[src/rtl/lsu_load_unit.sv]
// lsu_load_unit: accepts one load, issues one or two aligned bus reads, merges the bytes and sign/zero extends them.
module lsu_load_unit #(
  parameter int XLEN       = 32,
  parameter bit MISALIGNED = 1'b1
) (
  input  logic            clk,
  input  logic            rst_n,
  input  logic            req_valid,
  output logic            req_ready,
  input  logic [XLEN-1:0] req_addr,
  input  logic [2:0]      func3,
  output logic            mem_req,
  output logic [XLEN-1:0] mem_addr,
  input  logic            mem_gnt,
  input  logic            mem_rvalid,
  input  logic [XLEN-1:0] mem_rdata,
  output logic            resp_valid,
  output logic [XLEN-1:0] data_out,
  output logic            misaligned_err
);
  localparam int NB = XLEN / 8;
  localparam int OW = $clog2(NB);
  localparam int SW = $clog2(XLEN);
  localparam logic [1:0] FULL_LG = 2'(OW);

  typedef enum logic [2:0] {IDLE, REQ0, WAIT0, REQ1, WAIT1, RESP} state_e;

  state_e            state_q, state_d;
  logic [XLEN-1:0]   base_q, beat0_q, data_q, data_d;
  logic [XLEN-1:0]   lo, hi, raw, mask, merged;
  logic [2*XLEN-1:0] cat;
  logic [OW-1:0]     off_q;
  logic [1:0]        lg_q, lg_in;
  logic [SW-1:0]     sidx;
  logic              uns_q, cross_q, err_q, err_d;
  logic              full_in, cross_in, sign;

  // Codes with no legal meaning at this width fall back to the full-word load.
  assign full_in  = func3 == 3'b111 || (XLEN == 32 && (func3[1:0] == 2'b11 || func3 == 3'b110));
  assign lg_in    = full_in ? FULL_LG : func3[1:0];
  assign cross_in = int'(req_addr[OW-1:0]) + (1 << lg_in) > NB;

  // Beat 1 only exists in WAIT1; a single-beat access merges against zeros.
  assign lo     = state_q == WAIT1 ? beat0_q : mem_rdata;
  assign hi     = state_q == WAIT1 ? mem_rdata : '0;
  assign cat    = {hi, lo} >> {off_q, 3'b000};
  assign raw    = cat[XLEN-1:0];
  assign mask   = (XLEN'(1) << (8 << lg_q)) - XLEN'(1);
  assign sidx   = SW'((8 << lg_q) - 1);
  assign sign   = ~uns_q & raw[sidx];
  assign merged = (raw & mask) | ({XLEN{sign}} & ~mask);

  assign req_ready      = state_q == IDLE;
  assign mem_req        = state_q == REQ0 || state_q == REQ1;
  assign mem_addr       = state_q == REQ1 ? base_q + XLEN'(NB) : (state_q == REQ0 ? base_q : '0);
  assign resp_valid     = state_q == RESP;
  assign data_out       = data_q;
  assign misaligned_err = err_q;

  always_comb begin
    state_d = state_q;
    data_d  = data_q;
    err_d   = err_q;
    unique case (state_q)
      IDLE: if (req_valid) begin
        if (cross_in && !MISALIGNED) begin
          state_d = RESP;
          data_d  = '0;
          err_d   = 1'b1;
        end else state_d = REQ0;
      end
      REQ0: if (mem_gnt) state_d = WAIT0;
      WAIT0: if (mem_rvalid) begin
        if (cross_q) state_d = REQ1;
        else begin
          state_d = RESP;
          data_d  = merged;
          err_d   = 1'b0;
        end
      end
      REQ1: if (mem_gnt) state_d = WAIT1;
      WAIT1: if (mem_rvalid) begin
        state_d = RESP;
        data_d  = merged;
        err_d   = 1'b0;
      end
      RESP: state_d = IDLE;
      default: state_d = IDLE;
    endcase
  end

  always_ff @(posedge clk or negedge rst_n) begin
    if (!rst_n) begin
      state_q <= IDLE;
      data_q  <= '0;
      err_q   <= 1'b0;
      base_q  <= '0;
      beat0_q <= '0;
      off_q   <= '0;
      lg_q    <= '0;
      uns_q   <= 1'b0;
      cross_q <= 1'b0;
    end else begin
      state_q <= state_d;
      data_q  <= data_d;
      err_q   <= err_d;
      if (req_valid && req_ready) begin
        base_q  <= req_addr & ~XLEN'(NB - 1);
        off_q   <= req_addr[OW-1:0];
        lg_q    <= lg_in;
        uns_q   <= func3[2];
        cross_q <= cross_in;
      end
      if (state_q == WAIT0 && mem_rvalid) beat0_q <= mem_rdata;
    end
  end
endmodule
[config.mk]
export PLATFORM = sky130hd
export DESIGN_NAME = lsu_load_unit
export DESIGN_NICKNAME = d
export VERILOG_FILES = /design/src/rtl/lsu_load_unit.sv
export SDC_FILE = /design/constraint.sdc
export NUM_CORES = 1
export LEC_CHECK = 0
export CAP_MARGIN = 40
export CORE_AREA = 2 2 116 118
export CTS_CLUSTER_SIZE = 10
export DETAILED_ROUTE_END_ITERATION = 8
export DIE_AREA = 0 0 118 120
export HOLD_SLACK_MARGIN = 0.15
export PLACE_DENSITY = 0.79
export RECOVER_POWER = 50
export SYNTH_ARGS = -nofsm -noshare
export SYNTH_HDL_FRONTEND = slang
export SYNTH_SLANG_ARGS = --single-unit
[constraint.sdc]
create_clock -name clk -period 2.8 [get_ports clk]
set_input_delay 0.42 -clock clk [delete_from_list [all_inputs] [get_ports clk]]
set_output_delay 0.42 -clock clk [all_outputs]
set_load 0.02 [all_outputs]
# Word-level counts from Yosys, hierarchy flattened
# Index checks and enable logic that the tools add are counted.
# totals
ff_bits,104
input_bits,72
out_inout_bits,68
elab_cells,70
# op_classes
addsub,4
magnitude_cmp,2
eq_ne,14
shifts,4
n_mux,22
bitwise,6
reduce_logical,9
# op_table
cell,n
32-bit two-way mux,7
32-bit bitwise AND,2
32-bit one-hot mux with 2 select lines,1
64-bit by 5-bit right shift with 32-bit output,1
3-bit by 32-bit adder with 32-bit output,1
"32-bit by 3-bit adder with 32-bit output, second input constant",1
"32-bit by 4-bit greater-than comparator with 1-bit output, second input constant",1
32-bit inverter,1
32-bit OR,1
"1-bit by 2-bit << shifter with 32-bit output, first input constant",1
"1-bit by 32-bit << shifter with 32-bit output, first input constant",1
"4-bit by 2-bit << shifter with 32-bit output, first input constant",1
"32-bit by 2-bit subtractor with 32-bit output, second input constant",1
3-bit two-way mux,6
3-bit one-hot mux with 5 select lines,1
"3-bit == test, second input constant",4
"2-bit != test, second input constant",6
"3-bit by 2-bit == test with 1-bit output, second input constant",2
"5-bit by 6-bit less-than comparator with 1-bit output, second input constant",1
1-bit binary-select mux with 5-bit select,1
5-bit AND reduction,1
"5-bit by 2-bit subtractor with 5-bit output, second input constant",1
1-bit two-way mux,4
4-bit AND reduction,1
10 further kinds,13

# Depth between registers and ports, before layout
# Gate-level depths: netlist of the first run.
# depth
word_depth,11
mapped_depth,9
ltp_nobuf,8

# Worst setup path before layout of the first run
# Ideal clock, no wire load.
# synth_timing
path_type,register to output
startpoint,reg state_q[1]
endpoint,out mem_addr[31]
arrival_time_ns,2.049
required_time_ns,2.380
setup_slack_ns,0.331
path_stages_with_launch,8
path_cell_list,dfrtp_1 > buf_2 > nand4_1 > or3_1 > nor3b_1 > nand4_1 > xor2_1 > nor2_1
# synth_via
elab_chain_len,3
# synth_rtl
item,line_no,source
from (decl),28,"state_e state_q, state_d;"
from (signal assigned),104,state_q <= state_d;
3-bit by 1-bit == test with 1-bit output,55,assign mem_addr = state_q == REQ1 ? base_q + XLEN'(NB) : (state_q == REQ0 ? base_q : '0);
32-bit two-way mux,55,
32-bit two-way mux (*),55,
to (decl),13,"output logic [XLEN-1:0] mem_addr,"
# Mark *: on every way between the ends. The rest lies on a longest branch, timed or not.

# Final worst setup path of the first run
# Same ends and word-level chain as after synthesis.

==> flow_summary.rst, run 1 <==
.. list-table::
   :header-rows: 1

   * - Metric
     - Value
   * - Outcome
     - completed
   * - Number of clock buffers inserted by TritonCTS
     - 9
   * - Most instantiated cells after synthesis
     - 103 x sky130_fd_sc_hd__dfrtp_1, 73 x sky130_fd_sc_hd__nand2_1, 66 x sky130_fd_sc_hd__mux2_2
   * - Final Critical Period
     - 2.721 ns
   * - Number of placed cells counting well taps
     - ~920
   * - Main combinational cell family by area after synthesis
     - multiplexers
   * - Number of global-route vias before repair
     - 5,488
   * - Post-synthesis cell type with the largest combined area
     - sky130_fd_sc_hd__dfrtp_1
   * - Clock network fraction of total power
     - approximately 13%
   * - Psw
     - about 4 mW
   * - Critical path required time
     - between 2 and 2.5 ns
   * - Length of the first detailed-routing pass in iterations
     - 5
   * - Simple-Gate Fraction of Synth Area
     - about 15%
   * - Initial Util
     - between 40% and 50%
   * - Final worst-path cycle share
     - roughly 100%
   * - Clock tree from TritonCTS
     - done
   * - Worst slack on hold paths
     - approximately 0.47 ns
   * - Path category of the worst min-delay check
     - reg2reg
   * - Number of enable flip-flop cells after synthesis
     - 0
   * - Antenna violations before repair
     - 0
   * - Final routed wire length divided by cell count
     - ~18 um
   * - Area of the mapped netlist
     - 6409 um^2
   * - Area fraction in compound gates after synthesis
     - around a tenth
   * - Clock latency reported for the late side of the worst-skew pair
     - between 0.3 and 0.4 ns
   * - Core box area
     - between 10,000 and 15,000 um^2
   * - Adder-cell area share of the yosys netlist
     - 1.484%
   * - Worst path setup slack after routing
     - around 0.079 ns
   * - CP max FO
     - 5
   * - Internal power
     - about 5.3 mW
   * - Clock root cell
     - sky130_fd_sc_hd__clkbuf_16
   * - Unrepaired setup endpoints after global routing
     - true
   * - Antenna violation net count after detailed routing
     - 0
   * - Highest ir drop seen on vdd
     - roughly 0.65 mV
   * - Total number of clock tree sinks
     - 103
   * - Final design instance area without fill
     - about 8300 um^2
   * - P per Cell Area
     - between 1000 and 1500 nW/um^2
   * - Final hold violation count
     - 0
   * - Setup Crit Path Kind
     - reg2out
   * - Combinational share of power
     - a little under three fifths
   * - Xor and xnor area share after synthesis
     - 3.143%
   * - WL final
     - between 15,000 and 20,000 um
   * - Nets
     - ~840
   * - First-iteration detailed-routing DRC count
     - ~360
   * - Share of the synthesized area in the top cell type
     - 40.22%
   * - Weighted congestion at the end of routability-driven global placement
     - roughly 0.9
   * - Number of pins exceeding their max-slew limit in the final report
     - 0
   * - Gr ovfl total
     - 0
   * - Achievable clock frequency
     - around 370 MHz
   * - Diodes inserted
     - 0
   * - Gate count of the mapped netlist
     - about 630
   * - Number of max-cap violations
     - 0
   * - Mux cell area share after synthesis
     - between 20 and 30%
   * - Ratio of routed vias to standard cells
     - 5.682
   * - Post-layout power
     - slightly above 9 mW
   * - Number of buffers added on ports
     - 136
   * - Count of yosys warnings during synthesis
     - 0
   * - Chip height
     - about 120 um
   * - Most used DFF post-synth
     - sky130_fd_sc_hd__dfrtp_1
   * - Share of the yosys chip area belonging to registers
     - between 40% and 50%
   * - Arrival @ worst endpoint
     - approximately 2.3 ns
   * - Relative area change from synthesis to final layout
     - 29.15%
   * - Synthesized area divided by synthesized cell count
     - between 10 and 15 um^2
   * - Placed cell area
     - between 8000 and 9000 um^2
   * - Cell leakage power
     - ~3.4 nW
   * - Normalized max-slew margin
     - between 20% and 30%
   * - Category of the worst setup path capture point
     - output port
   * - Routed vias
     - around 5,300
   * - Top area cells in the synthesized netlist
     - sky130_fd_sc_hd__dfrtp_1 40%, sky130_fd_sc_hd__mux2_2 12%, sky130_fd_sc_hd__mux4_2 7.0%
   * - Max H-tree Level
     - 3
   * - Number of synthesized register bits
     - approximately 100
   * - Count of different cell masters after synthesis
     - 54
   * - Sequential Power Share
     - between 30% and 40%
   * - Clock edge transition at the registers on the reported setup and hold paths
     - ~0.070 ns
   * - Share of layout cells above drive strength 1
     - around a fifth
   * - Total die area
     - 14,160 um^2
   * - Number of primary I/O pins
     - 140
   * - Fin Setup TNS
     - 0 ns
   * - Switching portion of total power
     - between 40% and 50%
   * - Non-filler instance count after layout
     - 940
   * - Most common cell in the netlist
     - sky130_fd_sc_hd__dfrtp_1
   * - DRC violation count after routing
     - 0
   * - GRT Resource Usage Total
     - 24.54%
   * - Pin count of the biggest net entering global routing
     - 47
   * - Fillers
     - around 1,100
   * - Layout Skew
     - roughly 0.011 ns
   * - Worst-Margin Slew
     - about 1.1 ns
   * - Worst setup slack after placement
     - 0.03478 ns
   * - Worst-case clock buffer depth
     - 2
   * - Global-route wire length before repair
     - between 20,000 and 30,000 um
   * - HPWL after detailed placement
     - about 12,000 um
   * - Final standard cell utilization of the core
     - a little under two thirds
   * - Async set-reset flop share out of synthesis
     - 100.0%
   * - Final-report setup violation count
     - 0
   * - Die width
     - 118 um
   * - Std cell rows
     - 42
   * - Startpoint type of the worst setup path
     - flop
kinds of logic (layout without fill, tap and decap cells):
group / after synthesis / count (layout)
AO/OA/AOI/OAI: 102 / 102
XOR/XNOR: 23 / 23
flip-flops: 103 / 103
adder cells (fa/ha/maj): 7 / 7
other: 1 / 3
buffers and inverters: 63 / 196
multiplexers: 129 / 129
AND/OR/NAND/NOR: 201 / 201
cells in the final DEF (no fill, tap or decap), types with 8 or more instances in the layout:
| master | synthesis | routed |
|---|---|---|
| sky130_fd_sc_hd__o21ai_0 | 36 | 36 |
| sky130_fd_sc_hd__dlygate4sd3_1 | 0 | 27 |
| sky130_fd_sc_hd__mux2i_1 | 42 | 42 |
| sky130_fd_sc_hd__clkbuf_2 | 0 | 12 |
| sky130_fd_sc_hd__mux2_2 | 66 | 66 |
| sky130_fd_sc_hd__clkbuf_16 | 0 | 9 |
| sky130_fd_sc_hd__inv_1 | 14 | 14 |
| sky130_fd_sc_hd__and3_1 | 8 | 8 |
| sky130_fd_sc_hd__or3_1 | 11 | 10 |
| sky130_fd_sc_hd__nand3_1 | 28 | 28 |
| sky130_fd_sc_hd__a31oi_1 | 8 | 8 |
| sky130_fd_sc_hd__a21oi_1 | 14 | 14 |
| sky130_fd_sc_hd__o31ai_1 | 9 | 8 |
| sky130_fd_sc_hd__mux4_2 | 20 | 20 |
| sky130_fd_sc_hd__buf_4 | 5 | 23 |
| sky130_fd_sc_hd__xor2_1 | 17 | 17 |
| sky130_fd_sc_hd__clkdlybuf4s50_1 | 0 | 86 |
| sky130_fd_sc_hd__dfrtp_1 | 103 | 102 |
| sky130_fd_sc_hd__nor2_1 | 47 | 47 |
| sky130_fd_sc_hd__nand2_1 | 73 | 73 |
layer usage:
metal  share of wire [%]  global-route usage [%]  routed length, um  vias to the layer above
met2                  50                   41.93               8470                      194
li1                    -                       -                  -                     2527
met1                  41                   30.90               6892                     2590
met3                 6.5                   5.798               1088                       30
met4                 2.0                   7.907                329                        0
met5                   0                       0                  0                        -
what timing repair did:
action	4_1_cts	5_1_grt
buffers inserted	0	1
endpoints found under the setup margin	20	31
gates resized for setup	25	35
pin swaps	0	2
endpoints found under the hold margin	44	0
hold buffers	1	0
power by group through the flow:
stage / Clock [mW] / Sequential, mW / Combinational [mW]
2_1_floorplan: 0 / 2.95 / 3.28
6_report: 1.25 / 2.80 / 5.23
4_1_cts: 1.26 / 2.80 / 5.27
3_5_place_dp: 0 / 2.83 / 5.32
5_1_grt: 1.33 / 2.92 / 5.65
3_3_place_gp: 0 / 2.78 / 5.20
state kept, by name, indices dropped and copies added (netlist names):
signal,flops
base_q,30
beat0_q,32
cross_q,1
data_out,32
lg_q,2
off_q,2
state_q,3
uns_q,1
worst max-delay path, cell delays in order, from the launching register on:
cell	delay [ns]
sky130_fd_sc_hd__dfrtp_1	0.39
sky130_fd_sc_hd__nand4_1	0.20
sky130_fd_sc_hd__or3_4	0.42
sky130_fd_sc_hd__nor3b_2	0.19
sky130_fd_sc_hd__buf_4	0.14
sky130_fd_sc_hd__nand4_1	0.11
sky130_fd_sc_hd__xor2_1	0.16
sky130_fd_sc_hd__nor2_1	0.08
sky130_fd_sc_hd__clkdlybuf4s15_2	0.26
final cells by class:
| type | count | area (um^2) | share of cell area [%] |
|---|---|---|---|
| Multi-Input combinational cell | 465 | 3606 | 43.57 |
| Sequential cell | 103 | 2579 | 31.16 |
| Timing Repair Buffer | 165 | 1530 | 18.49 |
| Clock buffer | 9 | 225.2 | 2.721 |
| Tap cell | 176 | 220.2 | 2.661 |
| Clock inverter | 7 | 60.06 | 0.7256 |
| Inverter | 15 | 56.30 | 0.6803 |
path summary, 6_finish.rpt:
check	startpoint	to	slack [ns]	depth (start not counted)
worst min register to register	data_out[0]$_DFFE_PN0P_	data_out[0]$_DFFE_PN0P_	0.47	2
worst max register to register	state_q[1]$_DFFE_PN0P_	data_out[22]$_DFFE_PN0P_	0.20	7
max in group asynchronous	rst_n	data_out[31]$_DFFE_PN0P_	0.46	3
worst min-delay path	data_out[0]$_DFFE_PN0P_	data_out[0]$_DFFE_PN0P_	0.47	2
min in group asynchronous	rst_n	beat0_q[12]$_DFFE_PN0P_	0.83	2
worst max-delay path	state_q[1]$_DFFE_PN0P_	mem_addr[31]	0.08	8
Note: power is estimated with default switching activity, not from simulation.
==> run 2, diff against run 1 <==
CTS_CLUSTER_SIZE = default   (was 10)
==> results of run 2 <==
Final layout, timing and power as in run 1 (identical DEF).
